File: config.mk
export PLATFORM = sky130hd
export DESIGN_NAME = simeck_round_scheduler
export DESIGN_NICKNAME = d
export VERILOG_FILES = /design/src/rtl/simeck_round_scheduler.sv
export SDC_FILE = /design/constraint.sdc
export NUM_CORES = 1
export LEC_CHECK = 0
export ABC_AREA = 1
export CORE_ASPECT_RATIO = 1.4
export CORE_MARGIN = 1
export CORE_UTILIZATION = 54
export CTS_CLUSTER_DIAMETER = 60
export DETAILED_ROUTE_END_ITERATION = 6
export PLACE_DENSITY_LB_ADDON = 0.25
export SLEW_MARGIN = 20
export SYNTH_ARGS = -nofsm -noshare
export SYNTH_HDL_FRONTEND = slang
export SYNTH_SLANG_ARGS = --single-unit
File: constraint.sdc
create_clock -name clk -period 1.7 [get_ports clk]
set_input_delay 0.17 -clock clk [delete_from_list [all_inputs] [get_ports clk]]
set_output_delay 0.17 -clock clk [all_outputs]
set_load 0.01 [all_outputs]
File: src/rtl/simeck_round_scheduler.sv
// Iterative Simeck-style Feistel core: one round per cycle, round keys fetched via rk_req/rk_idx.
// Optional SIMECK_ABORT_EN adds an abort input that cancels a running operation.
module simeck_round_scheduler #(
  parameter int DATAW   = 16,
  parameter int ROUNDS  = 32,
  parameter int SHIFT_A = 5,
  parameter int SHIFT_B = 1,
  localparam int IDXW   = (ROUNDS > 1) ? $clog2(ROUNDS) : 1
) (
  input  logic               clk,
  input  logic               rst,
  input  logic               start,
  input  logic               mode,
  input  logic [2*DATAW-1:0] din,
  output logic               rk_req,
  output logic [IDXW-1:0]    rk_idx,
  input  logic               rk_valid,
  input  logic [DATAW-1:0]   rk_in,
`ifdef SIMECK_ABORT_EN
  input  logic               abort,
`endif
  output logic               busy,
  output logic               dout_valid,
  output logic [2*DATAW-1:0] dout
);

  localparam logic [1:0] S_IDLE = 2'd0;
  localparam logic [1:0] S_RUN  = 2'd1;
  localparam logic [1:0] S_DONE = 2'd2;

  localparam logic [IDXW-1:0] LAST_IDX = IDXW'(ROUNDS - 1);

  logic [1:0]         state_q, state_d;
  logic [IDXW-1:0]    cnt_q, cnt_d;
  logic [DATAW-1:0]   l_q, l_d;
  logic [DATAW-1:0]   r_q, r_d;
  logic               mode_q, mode_d;
  logic [2*DATAW-1:0] dout_q, dout_d;

  logic [DATAW-1:0]   rnd_l, rnd_r;
  logic               abort_w;

`ifdef SIMECK_ABORT_EN
  assign abort_w = abort;
`else
  assign abort_w = 1'b0;
`endif

  function automatic logic [DATAW-1:0] rotl(input logic [DATAW-1:0] x, input int unsigned s);
    logic [DATAW-1:0] y;
    y = '0;
    for (int unsigned i = 0; i < DATAW; i++) begin
      y[(i + s) % DATAW] = x[i];
    end
    return y;
  endfunction

  function automatic logic [DATAW-1:0] f_fn(input logic [DATAW-1:0] x);
    return (x & rotl(x, SHIFT_A)) ^ rotl(x, SHIFT_B);
  endfunction

  // Encrypt and decrypt rounds are mirror images; decrypt undoes one encrypt round with the same key.
  always_comb begin
    if (mode_q) begin
      rnd_l = r_q;
      rnd_r = l_q ^ f_fn(r_q) ^ rk_in;
    end else begin
      rnd_l = r_q ^ f_fn(l_q) ^ rk_in;
      rnd_r = l_q;
    end
  end

  always_comb begin
    state_d = state_q;
    cnt_d   = cnt_q;
    l_d     = l_q;
    r_d     = r_q;
    mode_d  = mode_q;
    dout_d  = dout_q;
    case (state_q)
      S_IDLE: begin
        if (start) begin
          l_d     = din[2*DATAW-1:DATAW];
          r_d     = din[DATAW-1:0];
          mode_d  = mode;
          cnt_d   = '0;
          state_d = S_RUN;
        end
      end
      S_RUN: begin
        if (abort_w) begin
          state_d = S_IDLE;
        end else if (rk_valid) begin
          l_d = rnd_l;
          r_d = rnd_r;
          if (cnt_q == LAST_IDX) begin
            state_d = S_DONE;
            dout_d  = {rnd_l, rnd_r};
          end else begin
            cnt_d = cnt_q + 1'b1;
          end
        end
      end
      S_DONE:  state_d = S_IDLE;
      default: state_d = S_IDLE;
    endcase
  end

  always_ff @(posedge clk) begin
    if (rst) begin
      state_q <= S_IDLE;
      cnt_q   <= '0;
      l_q     <= '0;
      r_q     <= '0;
      mode_q  <= 1'b0;
      dout_q  <= '0;
    end else begin
      state_q <= state_d;
      cnt_q   <= cnt_d;
      l_q     <= l_d;
      r_q     <= r_d;
      mode_q  <= mode_d;
      dout_q  <= dout_d;
    end
  end

  assign rk_req     = (state_q == S_RUN);
  assign rk_idx     = rk_req ? (mode_q ? (LAST_IDX - cnt_q) : cnt_q) : '0;
  assign busy       = (state_q != S_IDLE);
  assign dout_valid = (state_q == S_DONE);
  assign dout       = dout_q;

endmodule

==> results_dict.tcl <==
set metrics [dict create \
    period_share 0.975 \
    vias 6795 \
    path_class "flop to flop" \
    drcViolationCount 0 \
    die_w_um 87.2 \
    clkTransAtPathRegs_ns 0.06 \
    antenna_found_initial 0 \
    clockBufferDepth 2 \
    period_needed_ns 1.66 \
    dominantRegCellSynth "dfxtp_1" \
    dp_hpwl_um 11600 \
    die_area_um2 10600 \
    hold-worst-slack_ns 0.459 \
    p_per_area_nw_per_um2 790 \
    grt_pass1_wl_um 26200 \
    drt_iter0_drc 617 \
    fill_cells 922 \
    async_flop_share 0 \
    antenna_cells 0 \
    worstMarginPinSlew_ns 0.370 \
    synth_top_area_share 0.263 \
    path_delay_family "buffers and inverters" \
    gr-total-overflow 0 \
    core-area_um2 9900 \
    first_pass_iters 5 \
    synthMostInstantiatedCell "nand2_1" \
    critPathBufInv 6 \
    slew_viol_final 0 \
    crit_path_cell_trace "inv_2 > nor2_4 > buf_6 > buf_4 > inv_2 > o21ai_4 > buf_12 > buf_12 > o21ai_1 > a21oi_1" \
    grt_max_degree 65 \
    rr_worst_depth 10 \
    grt_pass1_vias 5760 \
    clock-sinks 72 \
    synth_area_per_cell_um2 5.41 \
    start_util 0.554 \
    cts_max_level 3 \
    hold_viol 0 \
    crit_fanout 16 \
    cp-start-kind "flop" \
    worst_clock_skew_ns 0.00716 \
    regToRegStartpoint "state_q[0]" \
    cp.required_ns 1.97 \
    grt_usage 0.316 \
    vdd_ir_drop_max_v 0.000484 \
    r2r_slack_ns 0.04 \
    maxCapViolCount 0 \
    insertion_delay_ns 0.34 \
    tritoncts "yes" \
    finalSetupViolations 0 \
    wirelength_um 17300 \
    yosysWarnings 0 \
    wl_per_cell_um 13.9 \
    finalNonFillerCells 1249 \
    p_leak_nw 3.73 \
    synth_nets 1069 \
    max_stage_delay_ns 0.35 \
    vias_per_cell 5.44 \
    synth_edf_count 0 \
    io_pins 93 \
    fmax_ghz 0.603 \
    fin_util 0.709 \
    ys_ff_latch 72 \
    endpoint_kind "flop" \
    placed_cells 1223 \
    endpoint "r_q[15]" \
    hold_class "input port to flop" \
    cts_buffers 9 \
    fin_nets 1164 \
    synthCells 1014 \
    synth_cell_types 24 \
    crit_cells 10 \
    synth.largest_area_cell "dfxtp_1" \
    place_congestion 0.935 \
    synth_top_cells_by_count "nand2_1 (364), nand3_1 (193), inv_1 (170)" \
    cp_slowest_cell "dfxtp_2" \
    die_h_um 121 \
    num_rows 43 \
    ys_seq_area_frac 0.263 \
    synth_area_leaders "dfxtp_1 (26%), nand2_1 (25%), nand3_1 (18%)" \
    relSlewSlack 0.753 \
    ant_nets 0 \
    r2r-end "r_q[15]" \
    critPathArrivalTime_ns 1.93 \
    status "finished clean" \
    crit_start "state_q[0]" \
    synth_area_um2 5490 \
    cts_root_buf "clkbuf_16" \
    port_buffers 92 \
    syn_to_final_growth_pct 27.9 \
    setup_tns_ns 0 \
    drive_above_1_share 0.0512 \
]
-- layer usage --
layer  up-vias  GRT usage  routed length, um
met2       372      0.540               8290
met3        67     0.0340               1400
met4         0      0.132                660
li1       3398          -                  -
met1      2958      0.400               6970
met5         -          0                  0
-- logic make-up after synthesis --
logic type                 Yosys count  share of synthesized area
DFF                                 72                      0.263
buffers and inverters              222                      0.155
and+or+nand+nor                    570                      0.440
adders and majority gates            2                    0.00456
AOI/OAI and AO/OA                  148                      0.138
-- final cells by class --
type	count	area [um^2]	area share
inverters	188	706	0.101
well taps	135	169	0.0241
clock buffers	9	225	0.0321
clock inverters	7	70.1	0.00998
repair buffers	118	1200	0.172
flip-flops and latches	72	1440	0.206
multi-input cells	720	3200	0.456
-- worst min-delay path by stage --
stage | from | to | slack [ns] | cells past startpoint
finish | din[24] | l_q[8] | 0.46 | 5
CTS | din[29] | l_q[13] | 0.46 | 5
global placement | dout[15] | dout[15] | 0.52 | 4
global route | din[29] | l_q[13] | 0.49 | 5
detailed placement | cnt_q[3] | cnt_q[3] | 0.53 | 2
floorplan | mode | mode_q | 0.36 | 2
-- tightest hold or removal path, delay by kind of cell --
family          cells  cell delay (ns)
simple gates        2             0.11
compound gates      1             0.05
buf+inv             2             0.44
-- registers in the layout, summed over array words and instances, names as in the netlist --
name / count
cnt_q: 5
dout: 32
l_q: 16
mode_q: 1
r_q: 16
state_q: 2
-- per-stage QoR --
stage	instance area, um^2	worst slack, ns	power, W
finish	7020	0.0426	0.00555
global route	7020	-0.00682	0.00584
CTS	6910	0.00885	0.00542
detailed placement	6590	0.0855	0.00350
global placement	6590	0.146	0.00348
floorplan	5490	0.194	0.00298
-- timing repair --
action	in CTS	in global routing
gates resized for setup	9	14
gates cloned	0	4
setup buffers	4	2
endpoints found under the hold margin	0	0
hold buffers	0	0
endpoints found under the setup margin	7	41
pin swaps	1	2
-- power by group --
| group | leakage (nW) | switching (W) | internal [W] | total (W) |
|---|---|---|---|---|
| clock network | 0.146 | 0.000782 | 0.00114 | 0.00192 |
| registers | 0.589 | 0.000218 | 0.00179 | 0.00200 |
| logic | 3.00 | 0.00101 | 0.000620 | 0.00163 |
-- cell usage in the layout, fill, tap and decap left out, drive strengths merged, types with 4 or more instances in the layout --
cell           netlist  routed
nand2              364     364
nand3              193     193
inv                172     173
clkdlybuf4s50        0      86
a21oi               74      74
dfxtp               72      72
o21ai               72      72
buf                 12      24
clkinv              16      20
clkbuf              22      14
nor2                 7       7
nand4                4       4
No activity file was read; power rests on OpenSTA's default activity.
